## src/rtl/atanh_input_conditioner_pkg.sv

```systemverilog
// Shared types and the clamp rule for the atanh input conditioner.
// Samples are signed Q2.8; the clamp keeps them strictly inside (-1, 1).
package atanh_pkg;

   localparam int ATANH_IN_WIDTH  = 10;
   localparam int ATANH_FRAC_BITS = 8;

   typedef logic signed [ATANH_IN_WIDTH-1:0] fxp_in_t;

   typedef struct packed {
      fxp_in_t data;
      logic    sat;
   } cond_beat_t;

   // Largest magnitude strictly below unity: 2**FRAC_BITS - 1
   localparam fxp_in_t ATANH_POS_LIM = fxp_in_t'((1 << ATANH_FRAC_BITS) - 1);
   localparam fxp_in_t ATANH_NEG_LIM = -ATANH_POS_LIM;

   function automatic cond_beat_t clamp_unit(input fxp_in_t x);
      cond_beat_t b;
      b.data = x;
      b.sat  = 1'b0;
      if (x > ATANH_POS_LIM) begin
         b.data = ATANH_POS_LIM;
         b.sat  = 1'b1;
      end else if (x < ATANH_NEG_LIM) begin
         b.data = ATANH_NEG_LIM;
         b.sat  = 1'b1;
      end
      return b;
   endfunction

endpackage

```

## src/rtl/atanh_input_conditioner_if.sv

```systemverilog
// Upstream sample stream plus downstream conditioned stream with sat sideband.
interface atanh_input_conditioner_if #(
   parameter int IN_WIDTH = 10
);
   logic                       s_valid;
   logic                       s_ready;
   logic signed [IN_WIDTH-1:0] s_data;
   logic                       m_valid;
   logic                       m_ready;
   logic signed [IN_WIDTH-1:0] m_data;
   logic                       m_sat;

   modport slave (
      input  s_valid, s_data, m_ready,
      output s_ready, m_valid, m_data, m_sat
   );

   modport master (
      output s_valid, s_data, m_ready,
      input  s_ready, m_valid, m_data, m_sat
   );
endinterface

```

## src/rtl/atanh_input_conditioner_fifo2.sv

```systemverilog
// Two-entry order-preserving ready/valid buffer with a registered in_ready,
// so out_ready never reaches in_ready combinationally.
module atanh_fifo2
   import atanh_pkg::*;
(
   input  logic       clk,
   input  logic       rst,
   input  logic       in_valid,
   output logic       in_ready,
   input  cond_beat_t in_beat,
   output logic       out_valid,
   input  logic       out_ready,
   output cond_beat_t out_beat
);

   cond_beat_t mem [2];
   logic       wr_ptr;
   logic       rd_ptr;
   logic [1:0] occ;
   logic [1:0] occ_next;
   logic       push;
   logic       pop;

   assign push = in_valid && in_ready;
   assign pop  = out_valid && out_ready;

   always_comb begin
      occ_next = occ + {1'b0, push} - {1'b0, pop};
   end

   always_ff @(posedge clk or posedge rst) begin
      if (rst) begin
         occ      <= 2'd0;
         wr_ptr   <= 1'b0;
         rd_ptr   <= 1'b0;
         in_ready <= 1'b0;
         mem[0]   <= '0;
         mem[1]   <= '0;
      end else begin
         occ      <= occ_next;
         in_ready <= (occ_next < 2'd2);
         if (push) begin
            mem[wr_ptr] <= in_beat;
            wr_ptr      <= ~wr_ptr;
         end
         if (pop) begin
            rd_ptr <= ~rd_ptr;
         end
      end
   end

   assign out_valid = (occ != 2'd0);
   assign out_beat  = mem[rd_ptr];

endmodule

```

## src/rtl/atanh_input_conditioner.sv

```systemverilog
// Clamps Q2.8 samples into (-1, 1), tags clamped beats, counts saturation
// events at acceptance, and buffers the result through a registered FIFO.
module atanh_input_conditioner
   import atanh_pkg::*;
#(
   parameter int IN_WIDTH  = 10,
   parameter int FRAC_BITS = 8,
   parameter int CNT_WIDTH = 16
) (
   input  logic                          clk,
   input  logic                          rst,
   atanh_input_conditioner_if.slave      bus,
   input  logic                          clr_count,
   output logic [CNT_WIDTH-1:0]          sat_count
);

   if (IN_WIDTH != ATANH_IN_WIDTH || FRAC_BITS != ATANH_FRAC_BITS) begin : g_cfg_err
      $error("atanh_input_conditioner: IN_WIDTH/FRAC_BITS must match atanh_pkg");
   end

   cond_beat_t in_beat;
   cond_beat_t out_beat;
   logic       in_ready;
   logic       out_valid;
   logic       accept;

   assign in_beat = clamp_unit(bus.s_data);
   assign accept  = bus.s_valid && in_ready;

   atanh_fifo2 u_fifo (
      .clk       (clk),
      .rst       (rst),
      .in_valid  (bus.s_valid),
      .in_ready  (in_ready),
      .in_beat   (in_beat),
      .out_valid (out_valid),
      .out_ready (bus.m_ready),
      .out_beat  (out_beat)
   );

   assign bus.s_ready = in_ready;
   assign bus.m_valid = out_valid;
   assign bus.m_data  = out_beat.data;
   assign bus.m_sat   = out_beat.sat;

   // Clear wins over a same-cycle increment; the count sticks at all-ones.
   always_ff @(posedge clk or posedge rst) begin
      if (rst) begin
         sat_count <= '0;
      end else if (clr_count) begin
         sat_count <= '0;
      end else if (accept && in_beat.sat && (sat_count != '1)) begin
         sat_count <= sat_count + 1'b1;
      end
   end

endmodule
```

## src/flat_wrapper.sv

```systemverilog
// flat-port wrapper written by rule: the top's interface ports become plain ports
module atanh_input_conditioner_flat import atanh_pkg::*;
#(
   parameter int IN_WIDTH  = 10,
   parameter int FRAC_BITS = 8,
   parameter int CNT_WIDTH = 16
)
  (clk, rst, clr_count, sat_count, bus_s_valid, bus_s_data, bus_m_ready, bus_s_ready, bus_m_valid, bus_m_data, bus_m_sat);
  atanh_input_conditioner_if #(.IN_WIDTH(IN_WIDTH)) bus_i ();
  input  logic clk;
  input  logic rst;
  input  logic clr_count;
  output logic [CNT_WIDTH-1:0] sat_count;
  input wire logic [$bits(bus_i.s_valid)-1:0] bus_s_valid;
  input wire logic [$bits(bus_i.s_data)-1:0] bus_s_data;
  input wire logic [$bits(bus_i.m_ready)-1:0] bus_m_ready;
  output wire logic [$bits(bus_i.s_ready)-1:0] bus_s_ready;
  output wire logic [$bits(bus_i.m_valid)-1:0] bus_m_valid;
  output wire logic [$bits(bus_i.m_data)-1:0] bus_m_data;
  output wire logic [$bits(bus_i.m_sat)-1:0] bus_m_sat;
  assign bus_i.s_valid = bus_s_valid;
  assign bus_i.s_data = bus_s_data;
  assign bus_i.m_ready = bus_m_ready;
  assign bus_s_ready = bus_i.s_ready;
  assign bus_m_valid = bus_i.m_valid;
  assign bus_m_data = bus_i.m_data;
  assign bus_m_sat = bus_i.m_sat;
  atanh_input_conditioner #(.IN_WIDTH(IN_WIDTH), .FRAC_BITS(FRAC_BITS), .CNT_WIDTH(CNT_WIDTH)) u_core (.clk(clk), .rst(rst), .bus(bus_i), .clr_count(clr_count), .sat_count(sat_count));
endmodule
```

## config.mk

```make
export PLATFORM = sky130hd
export DESIGN_NAME = atanh_input_conditioner_flat
export DESIGN_NICKNAME = d
export VERILOG_FILES = /design/src/rtl/atanh_input_conditioner_pkg.sv /design/src/rtl/atanh_input_conditioner_if.sv /design/src/rtl/atanh_input_conditioner_fifo2.sv /design/src/rtl/atanh_input_conditioner.sv /design/src/flat_wrapper.sv
export SDC_FILE = /design/constraint.sdc
export NUM_CORES = 1
export LEC_CHECK = 0
export ABC_AREA = 0
export ABC_CLOCK_PERIOD_IN_PS = 4230
export BUFFER_PORTS_ARGS = -buffer_cell sky130_fd_sc_hd__buf_2
export CAP_MARGIN = 5
export CELL_PAD_IN_SITES_DETAIL_PLACEMENT = 0
export CELL_PAD_IN_SITES_GLOBAL_PLACEMENT = 1
export CORE_MARGIN = 1.5
export CORE_UTILIZATION = 45
export DETAILED_ROUTE_END_ITERATION = 10
export PLACE_DENSITY = 0.91
export SYNTH_ARGS = -nofsm -noshare
export SYNTH_HDL_FRONTEND = slang
export SYNTH_SLANG_ARGS = --single-unit
```

## constraint.sdc

```tcl
create_clock -name clk -period 4.23 [get_ports clk]
set_input_delay 0.846 -clock clk [delete_from_list [all_inputs] [get_ports clk]]
set_output_delay 0.846 -clock clk [all_outputs]
set_load 0.02 [all_outputs]
```

# ---- Word level (Yosys, flattened, before mapping)
# Index checks and enable logic that the tools add are counted.
dict set report word_totals {
  reg_bits 43
  latchBits 0
  ramBits 0
  mem_bits_ro 0
  input_bits 15
  out_inout_bits 29
  word_cells 40
  memories 0
}
dict set report classes {
  add_sub_neg 3
  mul 0
  div 0
  order_cmp 6
  n_eq_ne 1
  shift 0
  muxes 10
  n_bitwise 4
  n_reduce_logical 7
}
# operator n
set ops {}
lappend ops {{2-to-1 mux 11 bit} 6}
lappend ops {{2-to-1 mux 16 bit} 2}
lappend ops {{bitwise mux 22 bit} 1}
lappend ops {{adder 16 x 1 -> 16 bit, second input constant} 1}
lappend ops {{!= test 16 bit, second input constant} 1}
lappend ops {{demux 11 bit (select 1 bit)} 1}
lappend ops {{> comparator 10 x 9 -> 1 bit, second input constant} 1}
lappend ops {{less-than comparator 10 x 9 -> 1 bit, second input constant} 1}
lappend ops {{logical AND 1 bit} 5}
lappend ops {{greater-or-equal comparator 2 bit, second input constant} 2}
lappend ops {{NOT 1 -> 2 bit} 2}
lappend ops {{nonzero test 2 bit} 2}
lappend ops {{adder 2 x 1 -> 2 bit} 1}
lappend ops {{less-than comparator 2 x 1 -> 1 bit, second input constant} 1}
lappend ops {{less-than comparator 2 bit, second input constant} 1}
lappend ops {{NOT 1 bit} 2}
lappend ops {{subtractor 2 x 1 -> 2 bit} 1}

# ---- Longest topological paths before layout
dict set report depth {
  depth_word 7
  mapped_depth 8
  ltp_nobuf 7
}

# ---- Cells and area by module
# Synthesis repeated with hierarchy kept, for this count alone.
dict set report unflattened {
  hier_cells 214
  hier_area_um2 2376.0
}
# mod n_inst cells_each area_per_inst_um2 seq_area_each_um2
set by_module_without_submodules {}
lappend by_module_without_submodules {atanh_fifo2 1 79 1214.9 675.6}
lappend by_module_without_submodules {atanh_input_conditioner 1 135 1161.1 400.4}

# ---- Worst setup path after synthesis
# Ideal clock, no wire load.
dict set report synth_path {
  path_kind {input to register}
  from {input bus_s_data[6]}
  to {register u_core.sat_count[6]}
  setup_ns 0.128
  arrival_ns 2.394
  required_ns 4.102
  slack_ns 1.708
  stages 7
  path_buffers 0
  cell_sequence {nor4_1 -> nand2_1 -> nand3_1 -> ha_1 -> o21ai_1 -> a2111oi_2 -> mux2_1}
}
dict set report synth_between {
  elab_chain_cells 6
  elab_cells_between_ends 7
  cone_classes {order compare (2); mux (2); reduce/logical (3)}
}
# item line
set synth_rtl {}
lappend synth_rtl {{start: declaration} flat_wrapper.sv:15} ;# input wire logic [$bits(bus_i.s_data)-1:0] bus_s_data;
lappend synth_rtl {{less-than comparator 10 x 9 -> 1 bit} atanh_input_conditioner_pkg.sv:26} ;# end else if (x < ATANH_NEG_LIM) begin
lappend synth_rtl {{2-to-1 mux 11 bit} atanh_input_conditioner_pkg.sv:26}
lappend synth_rtl {{2-to-1 mux 11 bit *} atanh_input_conditioner_pkg.sv:23} ;# if (x > ATANH_POS_LIM) begin
lappend synth_rtl {{logical AND 1 bit * (2 in a row)} atanh_input_conditioner.sv:52} ;# end else if (accept && in_beat.sat && (sat_count != '1)) begin
lappend synth_rtl {{nonzero test 2 bit (no line) *} n/a}
lappend synth_rtl {{end signal: assignment} atanh_input_conditioner.sv:53} ;# sat_count <= sat_count + 1'b1;
lappend synth_rtl {{end: declaration} atanh_input_conditioner.sv:14} ;# output logic [CNT_WIDTH-1:0] sat_count
# Mark *: on every way between the ends. The rest lies on a longest branch, timed or not.
# A chain may end at the register's enable or synchronous reset.

# ---- Final worst setup path
# Same ends and word-level chain as after synthesis.

==> summary.txt <==
Run status
  – Status: finished clean

Drt
  – WL/cell: 13.7 microns
  – DRT Pass-1 Iters: 4
  – Final WL: 4.55 mm
  – Final ANT Viol Nets: 0
  – DR iter-0 viols: 87
  – Vias per Instance: 5.36
  – Residual DRC count: 0
  – Routed vias: 1778

Synth
  – Avg Inst Size Synth: 9.95 sq um
  – Syn_nets: 243
  – Synth cell types: 40
  – Seq/Total Area, Yosys: 48.3%
  – Synth top cells by count: dfrtp_1 (43), nand2_1 (32), o21ai_0 (23)
  – Top_reg_cell synth: dfrtp_1
  – Fraction of registers with async set/reset: 100%
  – Post-synth EDFFs: 0
  – Syn Inst Count: 224
  – Mapped cell area: 2230 sq um
  – Synth area leader: dfrtp_1
  – Yosys top cell area share: 48.3%
  – Yosys warns: 0
  – Post-synthesis register bit count: 43
  – Most frequent cell after synthesis: dfrtp_1
  – Top cells by area, synth: dfrtp_1 (48%), mux2_2 (8.6%), nand2_1 (5.4%), o21ai_0 (5.2%), a21oi_1 (3.6%)

Clock tree
  – Post-CTS Setup Bufs: 0
  – Skew-Pair Late Insertion Delay: 0.29 ns
  – Post-cts repair resize count: 0
  – Clk slew on worst S/H paths: 0.08 ns
  – Root buf cell: clkbuf_8
  – CTS H-tree lvls: 2
  – # clock sinks: 43
  – CTS tree: done
  – Hold_buf cts: 0
  – CTS max path bufs: 2
  – CTS Buf Count: 5

STA
  – F_max: 390 MHz
  – Final Skew: 0.00691 ns
  – Setup TNS: 0 ns
  – Slew Limit Fails: 0
  – Final Setup Violations: 0
  – RSZ-0062 raised after global routing: false
  – Least-Margin Pin Slew: 0.740 ns
  – Final Cycle Share: 60.6%
  – Crit path time final: 2.57 ns
  – Max-Slew Margin vs Limit: 50.7%
  – Final Hold Vio Count: 0

Setup path
  – Worst Setup Path Type: in -> reg
  – Startpoint Class: input port
  – Worst EP arrival: 2.74 ns
  – Critical Path RT: 4.40 ns
  – Worst R2R Start: u_core.sat_count[0]$_DFFE_PP0P_
  – R2R Setup Slk: 2.33 ns
  – Critical Path Slowest Stage Cell: o21ai_1
  – Worst Reg2Reg Path Length in Cells: 5
  – Critical path peak fanout: 9
  – RR Endpoint: u_core.sat_count[14]$_DFFE_PP0P_
  – Cells along the critical path: buf_2 > nor4_1 > nand2_1 > nand3_1 > ha_1 > o21ai_1 > a2111oi_2 > mux2_1
  – Largest stage delay, worst path: 0.55 ns
  – Nature of the critical path endpoint: register

GRT
  – GRT Overall Usage: 18.2%
  – GRT overflow: 0
  – First-pass GRT wire length: 7.64 mm
  – Largest net degree at the start of global routing: 44
  – Initial antenna violation count: 0
  – Number of global-route vias before repair: 1717

Min path
  – Hold path cells: 2
  – HP Class: reg -> reg
  – WHS Endpoint: u_core.u_fifo.mem[18]$_DFFE_PP0P_
  – Hold Startpoint: u_core.u_fifo.mem[18]$_DFFE_PP0P_

Floorplanning
  – Std cell rows: 25
  – I/O pin count: 44
  – Initial Util: 46.9%
  – Die W: 73.4 microns
  – Core area: 4750 sq um
  – Die Area: 5390 sq um
  – Die Span Y: 73.4 microns

Power
  – Clock group share of total power: 18.7%
  – Cell-internal power: 878 uW
  – LEAKAGE: 1.18 nW
  – Sw Share: 36.8%
  – Maximum vdd ir drop: 245 uV
  – Gate power share: 36.8%
  – Power per cell area: 539 nW/um^2
  – Sequential Power Share: 44.5%
  – Sw power: 512 uW

Finish
  – Nets: 284
  – Non-Filler Instances: 332
  – Final core utilization: 54.2%
  – Antenna Cells: 0
  – Fin area: 2580 sq um
  – Share of cells above drive strength 1: 29.4%
  – Area grow syn2layout: 15.6%

Place
  – Port Buffer Count: 43
  – Gp weighted congestion: 0.771
  – Placed inst area: 2490 sq um
  – HPWL Detailed: 3.23 mm
  – Placed cells: 325

Run
  – Max Cap Violations: 0
==> metrics by stage <==
step | worst slack (ns) | hold slack (ns) | power, mW
after floorplan | 1.71 | 0.443 | 0.996
after global routing | 1.51 | 0.511 | 1.50
after CTS | 1.66 | 0.485 | 1.41
final | 1.66 | 0.479 | 1.39
after global placement | 1.40 | 0.456 | 1.12
after detailed placement | 1.36 | 0.467 | 1.15
==> how the worst max path moves through the flow <==
stage,from,cells past startpoint,endpoint,slack [ns]
after CTS,bus_s_data[6],8,u_core.sat_count[0]$_DFFE_PP0P_,1.66
final,bus_s_data[6],8,u_core.sat_count[6]$_DFFE_PP0P_,1.66
after detailed placement,bus_s_data[6],8,u_core.sat_count[0]$_DFFE_PP0P_,1.36
after global placement,bus_s_data[6],8,u_core.sat_count[0]$_DFFE_PP0P_,1.40
after floorplan,bus_s_data[6],7,u_core.sat_count[6]$_DFFE_PP0P_,1.71
after global routing,bus_s_data[6],8,u_core.sat_count[6]$_DFFE_PP0P_,1.51
==> worst max-delay path, delay by kind of cell <==
family          cells  cell delay, ns
simple gates        3            0.47
buf+inv             1            0.11
fa+ha+maj           1            0.31
mux                 1            0.33
compound gates      2            0.67
==> cell type report <==
cell class	count	area [sq um]
Inverter	7	26.3
Timing Repair Buffer	44	223
Multi-Input combinational cell	164	1080
Clock inverter	1	5.00
Sequential cell	43	1080
Tap cell	67	83.8
Fill cell	474	2180
Clock buffer	6	82.6
==> sequential cells by signal (all words and copies together), names as in the netlist <==
signal and flops:
u_core.sat_count 16, u_core.u_fifo.in_ready 1, u_core.u_fifo.mem 22, u_core.u_fifo.occ 2, u_core.u_fifo.rd_ptr 1, u_core.u_fifo.wr_ptr 1
==> power groups by stage <==
stage | sequential, mW | combinational, mW | clock [mW]
after floorplan | 0.599 | 0.396 | 0
after global placement | 0.621 | 0.503 | 0
after detailed placement | 0.629 | 0.518 | 0
after CTS | 0.621 | 0.520 | 0.267
after global routing | 0.638 | 0.577 | 0.283
final | 0.618 | 0.512 | 0.260
==> cell families after synthesis <==
logic type                 count (synthesis)  synth area share (%)
DFF                                       43                  48.3
and+or+nand+nor                           81                  19.2
buffers and inverters                     17                  3.25
xor gates and xnor gates                   3                  1.18
muxes                                     20                  9.99
adders and majority gates                  4                  2.24
AOI/OAI and AO/OA                         56                  15.9
==> placed cells by master (no fill, tap or decap), drive strengths merged, types with 2 or more instances in the layout <==
cell type  synthesis  final
ha                 4      4
nor2b              8      8
nand3              4      4
o21ai             24     24
o41ai              2      2
nor4               2      2
xnor2              2      2
or2                2      2
nand2b             3      3
nand2             32     32
buf                3     44
and2               3      3
or3                2      2
o31ai              7      7
inv                7      7
mux2              18     18
a21oi             16     16
nand4              4      4
or4                6      6
nor2               9      9
clkbuf             7      6
dfrtp             43     43
mux2i              2      2
a211oi             5      5
nor3               2      2
and4               3      3
==> per-layer routing <==
metal | GRT usage (%) | vias up | routed length, microns | part of all wire (%)
met3 | 3.57 | 7 | 183 | 4.0
met5 | 0 | - | 0 | 0
li1 | - | 883 | - | -
met1 | 23.0 | 849 | 2130 | 47
met2 | 31.9 | 39 | 2200 | 48
met4 | 4.94 | 0 | 45 | 0.99
No activity file was read; power rests on OpenSTA's default activity.
